<file path="src/rtl/arbiter_pkg.sv">
// Shared encodings for the unified instruction/data memory arbiter.
// Counter width bounds the largest supported memory read latency (7).
package arbiter_pkg;
  typedef enum logic {ARB_IDLE = 1'b0, ARB_WAIT = 1'b1} arb_state_e;
  typedef enum logic {SRC_IF = 1'b0, SRC_ME = 1'b1} arb_src_e;
  localparam int unsigned CNT_W = 3;
endpackage

</file>
<file path="src/rtl/arb_latency_counter.sv">
// Loadable down-counter that tracks the cycles left before read data returns.
// It saturates at zero, and zero_o flags the capture cycle.
module arb_latency_counter
  import arbiter_pkg::*;
(
  input  logic             clk,
  input  logic             reset,
  input  logic             load_i,
  input  logic [CNT_W-1:0] load_val_i,
  input  logic             dec_i,
  output logic             zero_o
);
  logic [CNT_W-1:0] cnt_q, cnt_d;

  always_comb begin
    cnt_d = cnt_q;
    if (load_i)
      cnt_d = load_val_i;
    else if (dec_i && (cnt_q != '0))
      cnt_d = cnt_q - 1'b1;
  end

  always_ff @(posedge clk) begin
    if (reset) cnt_q <= '0;
    else       cnt_q <= cnt_d;
  end

  assign zero_o = (cnt_q == '0);
endmodule

</file>
<file path="src/rtl/unified_memory_arbiter.sv">
// Shares one single-port synchronous RAM between instruction fetch and data access.
// ME has priority, and the pipeline is stalled until every requester of the cycle is done.
module unified_memory_arbiter
  import arbiter_pkg::*;
#(
  parameter int unsigned ADDR_WIDTH  = 32,
  parameter int unsigned DATA_WIDTH  = 32,
  parameter int unsigned MEM_LATENCY = 1
) (
  input  logic                  clk,
  input  logic                  reset,
  input  logic                  if_req,
  input  logic [ADDR_WIDTH-1:0] if_addr,
  output logic [DATA_WIDTH-1:0] if_rdata,
  output logic                  if_done,
  input  logic                  me_read,
  input  logic                  me_write,
  input  logic [ADDR_WIDTH-1:0] me_addr,
  input  logic [DATA_WIDTH-1:0] me_wdata,
  output logic [DATA_WIDTH-1:0] me_rdata,
  output logic                  me_done,
  output logic [ADDR_WIDTH-1:0] mem_addr,
  output logic [DATA_WIDTH-1:0] mem_wdata,
  output logic                  mem_re,
  output logic                  mem_we,
  input  logic [DATA_WIDTH-1:0] mem_rdata,
  output logic                  stall
);
  localparam logic [CNT_W-1:0] LAT = CNT_W'(MEM_LATENCY);

  arb_state_e            state_q, state_d;
  arb_src_e              src_q, src_d;
  logic                  wr_q, wr_d;
  logic [ADDR_WIDTH-1:0] mem_addr_q, mem_addr_d;
  logic [DATA_WIDTH-1:0] mem_wdata_q, mem_wdata_d;
  logic                  mem_re_q, mem_re_d, mem_we_q, mem_we_d;
  logic [DATA_WIDTH-1:0] if_rdata_q, if_rdata_d, me_rdata_q, me_rdata_d;
  logic                  if_done_q, if_done_d, me_done_q, me_done_d;
  logic                  cnt_load, cnt_dec, cnt_zero;
  logic                  cap_if, cap_me, wr_done;
  logic                  if_pend, me_pend;

  arb_latency_counter u_cnt (
    .clk        (clk),
    .reset      (reset),
    .load_i     (cnt_load),
    .load_val_i (LAT),
    .dec_i      (cnt_dec),
    .zero_o     (cnt_zero)
  );

  assign if_pend = if_req & ~if_done_q;
  assign me_pend = (me_read | me_write) & ~me_done_q;
  assign stall   = if_pend | me_pend;

  always_comb begin
    state_d     = state_q;
    src_d       = src_q;
    wr_d        = wr_q;
    mem_addr_d  = mem_addr_q;
    mem_wdata_d = mem_wdata_q;
    mem_re_d    = 1'b0;
    mem_we_d    = 1'b0;
    cnt_load    = 1'b0;
    cnt_dec     = 1'b0;
    cap_if      = 1'b0;
    cap_me      = 1'b0;
    wr_done     = 1'b0;
    unique case (state_q)
      ARB_IDLE: begin
        // A simultaneous read+write from ME is resolved as a write.
        if (me_pend) begin
          src_d       = SRC_ME;
          wr_d        = me_write;
          mem_addr_d  = me_addr;
          mem_wdata_d = me_wdata;
          mem_we_d    = me_write;
          mem_re_d    = ~me_write;
          cnt_load    = 1'b1;
          state_d     = ARB_WAIT;
        end else if (if_pend) begin
          src_d      = SRC_IF;
          wr_d       = 1'b0;
          mem_addr_d = if_addr;
          mem_re_d   = 1'b1;
          cnt_load   = 1'b1;
          state_d    = ARB_WAIT;
        end
      end
      ARB_WAIT: begin
        if (wr_q) begin
          wr_done = 1'b1;
          state_d = ARB_IDLE;
        end else if (cnt_zero) begin
          cap_if  = (src_q == SRC_IF);
          cap_me  = (src_q == SRC_ME);
          state_d = ARB_IDLE;
        end else begin
          cnt_dec = 1'b1;
        end
      end
      default: state_d = ARB_IDLE;
    endcase
  end

  // A completion landing in an unstalled cycle must still be seen, so set beats clear.
  assign if_done_d  = cap_if | (if_done_q & stall);
  assign me_done_d  = cap_me | wr_done | (me_done_q & stall);
  assign if_rdata_d = cap_if ? mem_rdata : if_rdata_q;
  assign me_rdata_d = cap_me ? mem_rdata : me_rdata_q;

  always_ff @(posedge clk) begin
    if (reset) begin
      state_q     <= ARB_IDLE;
      src_q       <= SRC_IF;
      wr_q        <= 1'b0;
      mem_addr_q  <= '0;
      mem_wdata_q <= '0;
      mem_re_q    <= 1'b0;
      mem_we_q    <= 1'b0;
      if_rdata_q  <= '0;
      me_rdata_q  <= '0;
      if_done_q   <= 1'b0;
      me_done_q   <= 1'b0;
    end else begin
      state_q     <= state_d;
      src_q       <= src_d;
      wr_q        <= wr_d;
      mem_addr_q  <= mem_addr_d;
      mem_wdata_q <= mem_wdata_d;
      mem_re_q    <= mem_re_d;
      mem_we_q    <= mem_we_d;
      if_rdata_q  <= if_rdata_d;
      me_rdata_q  <= me_rdata_d;
      if_done_q   <= if_done_d;
      me_done_q   <= me_done_d;
    end
  end

  assign mem_addr  = mem_addr_q;
  assign mem_wdata = mem_wdata_q;
  assign mem_re    = mem_re_q;
  assign mem_we    = mem_we_q;
  assign if_rdata  = if_rdata_q;
  assign me_rdata  = me_rdata_q;
  assign if_done   = if_done_q;
  assign me_done   = me_done_q;
endmodule

</file>
<file path="config.mk">
export PLATFORM = sky130hd
export DESIGN_NAME = unified_memory_arbiter
export DESIGN_NICKNAME = d
export VERILOG_FILES = /design/src/rtl/arbiter_pkg.sv /design/src/rtl/arb_latency_counter.sv /design/src/rtl/unified_memory_arbiter.sv
export SDC_FILE = /design/constraint.sdc
export NUM_CORES = 1
export LEC_CHECK = 0
export ABC_AREA = 1
export CAP_MARGIN = 10
export CORE_MARGIN = 10
export CORE_UTILIZATION = 26
export DETAILED_ROUTE_END_ITERATION = 12
export GPL_ROUTABILITY_DRIVEN = 0
export PLACE_DENSITY = 0.61
export SKIP_LAST_GASP = 1
export SYNTH_ARGS = -nofsm -noshare
export SYNTH_HDL_FRONTEND = slang
export SYNTH_HIERARCHICAL = 1
export SYNTH_SLANG_ARGS = --single-unit
</file>
<file path="constraint.sdc">
create_clock -name clk -period 1.98 [get_ports clk]
set_input_delay 0.396 -clock clk [delete_from_list [all_inputs] [get_ports clk]]
set_output_delay 0.396 -clock clk [all_outputs]
set_load 0.005 [all_outputs]
</file>
==> metrics.yaml, run 1 <==
logic_synthesis:
  synth_warnings: 6
  synth_area_leader_cell: "dfxtp_1"
  ys_ff_latch: 138
  yosysMostFrequentCell: "nand2_1"
  synth_edf_count: 0
  yosysTopAreaCellShare_pct: 49.8
  synth.cells.most_frequent: "nand2_1, nor2_1, dfxtp_1, o21ai_0, inv_1"
  synthCells: 801
  ys_seq_area_share_pct: 49.8
  synth.cell_area_mm2: 0.00555
  syn_avg_cell_area_um2: 6.93
  netlist_top_cells_area: "dfxtp_1, nand2_1, nor2_1"
  synth.distinct_cells: 23
  async_flop_share_pct: 0
  synth-main-ff-cell: "dfxtp_1"
clock_network:
  clock_latency_ps: 410
  clockRootBuffer: "clkbuf_16"
  cts_hold_buf: 0
  cts_sinks: 138
  clkTransAtPathRegs_ps: 70
  cts_inserted_buffers: 17
  cts_tree: "done"
  clockBufferDepth: 2
  cts.htree.levels: 4
drt:
  drcViolationCount: 0
  drt-total-wl_um: 20200
  drtPass1Iterations: 4
  drt-wirelength-per-cell_um: 15.0
  via_count: 5613
  detail-route-antenna-nets: 0
  drt_iter0_drc: 323
  vias_per_cell: 4.18
critical_path:
  cp_slowest_cell: "dfxtp_1"
  cp_top_family: "flip-flops"
  crit_required_ps: 1580
  path_buf_inv: 2
  critical_path.startpoint_type: "register"
  worstSetupPathType: "register to primary output"
  cp_max_fo: 3
  crit_arrival_ps: 1370
  slowest_delay_ps: 350
  cp_cell_sequence: "inv_1, nand2_1, nand3_1, dlygate4sd2_1"
  crit_path_end_kind: "primary output"
pwr:
  power.share.clock_pct: 37.9
  switching_share_pct: 28.8
  seqPwrFrac_pct: 38.2
  power.leakage_nw: 3.87
  combPwrFrac_pct: 23.9
  intPower_w: 0.00605
  vdd_ir_drop_max_mv: 0.571
  switching_power_w: 0.00244
  power_density_mw_per_mm2: 929
sta:
  worst_slack_ps: 214
  setup_tns_ps: 0
  period_share_pct: 89.2
  fin_crit_ps: 1770
  setup_violations: 0
  final_max_slew_viol_count: 0
  skew_ps: 7.27
  max_freq_mhz: 566
  rsz0062_at_grt: "false"
  finalHoldViolCount: 0
placed_design:
  dp.final_hpwl_um: 14500
  placed_area_mm2: 0.00855
  dp_worst_setup_slack_ps: -57.8
  portBuffers: 265
min_path:
  hold_class: "register to register"
run:
  cap_violations: 0
die:
  core_area_mm2: 0.0210
  start_util_pct: 26.4
  dieHeight_um: 166
  die-area_mm2: 0.0276
  num_rows: 53
  ios: 266
  die_w_um: 166
layout:
  nNetsFinal: 1191
  n_antenna_cell: 0
  fin_util_pct: 43.5
  drive_gt1_share_pct: 5.81
  area_growth_pct: 64.6
  final_area_mm2: 0.00914
  n_fill_cell: 2136
grt:
  grt_pass1_vias: 5367
  grt_first_pass_wirelength_um: 31100
  antenna_found_initial: 0
  grt_overflow: 0
  grt_usage_pct: 14.0
  grt_max_degree: 66
outcome:
  status: "completed"
==> power by group through the flow <==
stage          clock [W]  sequential [W]  combinational (W)
6_report         0.00322         0.00324            0.00202
5_1_grt          0.00344         0.00328            0.00225
4_1_cts          0.00332         0.00325            0.00206
3_5_place_dp           0         0.00330            0.00206
3_3_place_gp           0         0.00329            0.00205
2_1_floorplan          0         0.00332           0.000872
==> state kept, by name (all words and copies together) (netlist names), 3 cells and up <==
signal	flops
if_rdata	32
me_rdata	32
mem_addr	32
mem_wdata	32
u_cnt/cnt_q	3
==> kinds of logic (layout without fill, tap and decap cells) <==
kind of cell	after synthesis	count (layout)	synth area share, %
DFF	138	138	49.8
and+or+nand+nor	456	456	32.1
buffers and inverters	99	365	8.14
other	2	3	0.135
adders and majority gates	2	2	0.451
AOI/OAI and AO/OA	104	104	9.42
==> worst reg2reg max path: stages, from the launching register on <==
cell     delay, ps
dfxtp_1        330
inv_1           60
ha_1           140
ha_1           190
nand2_1        100
nor3_4         160
buf_4          370
o21ai_0        150
nor2_1         110
==> final timing paths <==
| path | start | to | slack [ps] | cells past startpoint |
|---|---|---|---|---|
| setup / recovery | if_done$_SDFF_PP0_ | stall | 210 | 4 |
| hold / removal | mem_wdata[28]$_SDFFE_PP0P_ | mem_wdata[28]$_SDFFE_PP0P_ | 460 | 2 |
| setup reg to reg | u_cnt/cnt_q[0]$_SDFFE_PP0P_ | if_rdata[3]$_SDFFE_PP0P_ | 320 | 8 |
| hold reg to reg | mem_wdata[28]$_SDFFE_PP0P_ | mem_wdata[28]$_SDFFE_PP0P_ | 460 | 2 |
==> what timing repair did <==
item / CTS / global route
setup endpoints to repair: 1 / 6
setup buffers: 0 / 0
resized for setup: 1 / 2
==> layout make-up <==
| class | instances | area, µm² | area share [%] |
|---|---|---|---|
| timing repair buffer | 284 | 2910 | 31.8 |
| inverter | 50 | 190 | 2.08 |
| multi-input combinational | 565 | 2340 | 25.7 |
| clock buffer | 17 | 425 | 4.66 |
| sequential | 138 | 2760 | 30.2 |
| clock inverter | 14 | 163 | 1.78 |
| tap | 275 | 344 | 3.77 |
==> placed cells by master (no fill, tap or decap), types with 2 or more instances in the layout <==
cell,count
nand2_2,3
clkinv_4,2
buf_12,9
buf_4,10
nor2_1,200
inv_2,5
clkbuf_16,17
a21oi_1,35
inv_1,44
o21ai_0,55
dfxtp_1,138
ha_1,2
clkdlybuf4s50_1,264
clkinvlp_4,4
o21ai_1,12
nand2_1,214
inv_6,5
bufinv_16,2
conb_1,3
nand3_1,36
==> through the flow <==
step           power, W  hold slack, ps  cells
3_3_place_gp    0.00534             446   1312
4_1_cts         0.00863             461   1343
3_5_place_dp    0.00536             452   1312
5_1_grt         0.00897             472   1343
2_1_floorplan   0.00419             456    802
6_report        0.00848             460   1343
==> metal layers <==
layer  track usage, %  part of all wire [%]  up-vias
li1                 -                     -     2983
met1             15.7                    41     2478
met2             23.9                    50      131
met3             5.04                   6.4       21
met4             4.89                   1.8        0
met5                0                     0        -
Note: power is estimated with default switching activity, not from simulation.
==> run 2, diff against run 1 <==
--- a/config.mk
+++ b/config.mk
@@ -11,6 +11,7 @@
 export CORE_UTILIZATION = 26
 export DETAILED_ROUTE_END_ITERATION = 12
 export GPL_ROUTABILITY_DRIVEN = 0
+export HOLD_SLACK_MARGIN = 0.15
 export PLACE_DENSITY = 0.61
 export SKIP_LAST_GASP = 1
 export SYNTH_ARGS = -nofsm -noshare
==> results of run 2 <==
No change in the layout: final DEF, timing and power equal those of run 1.
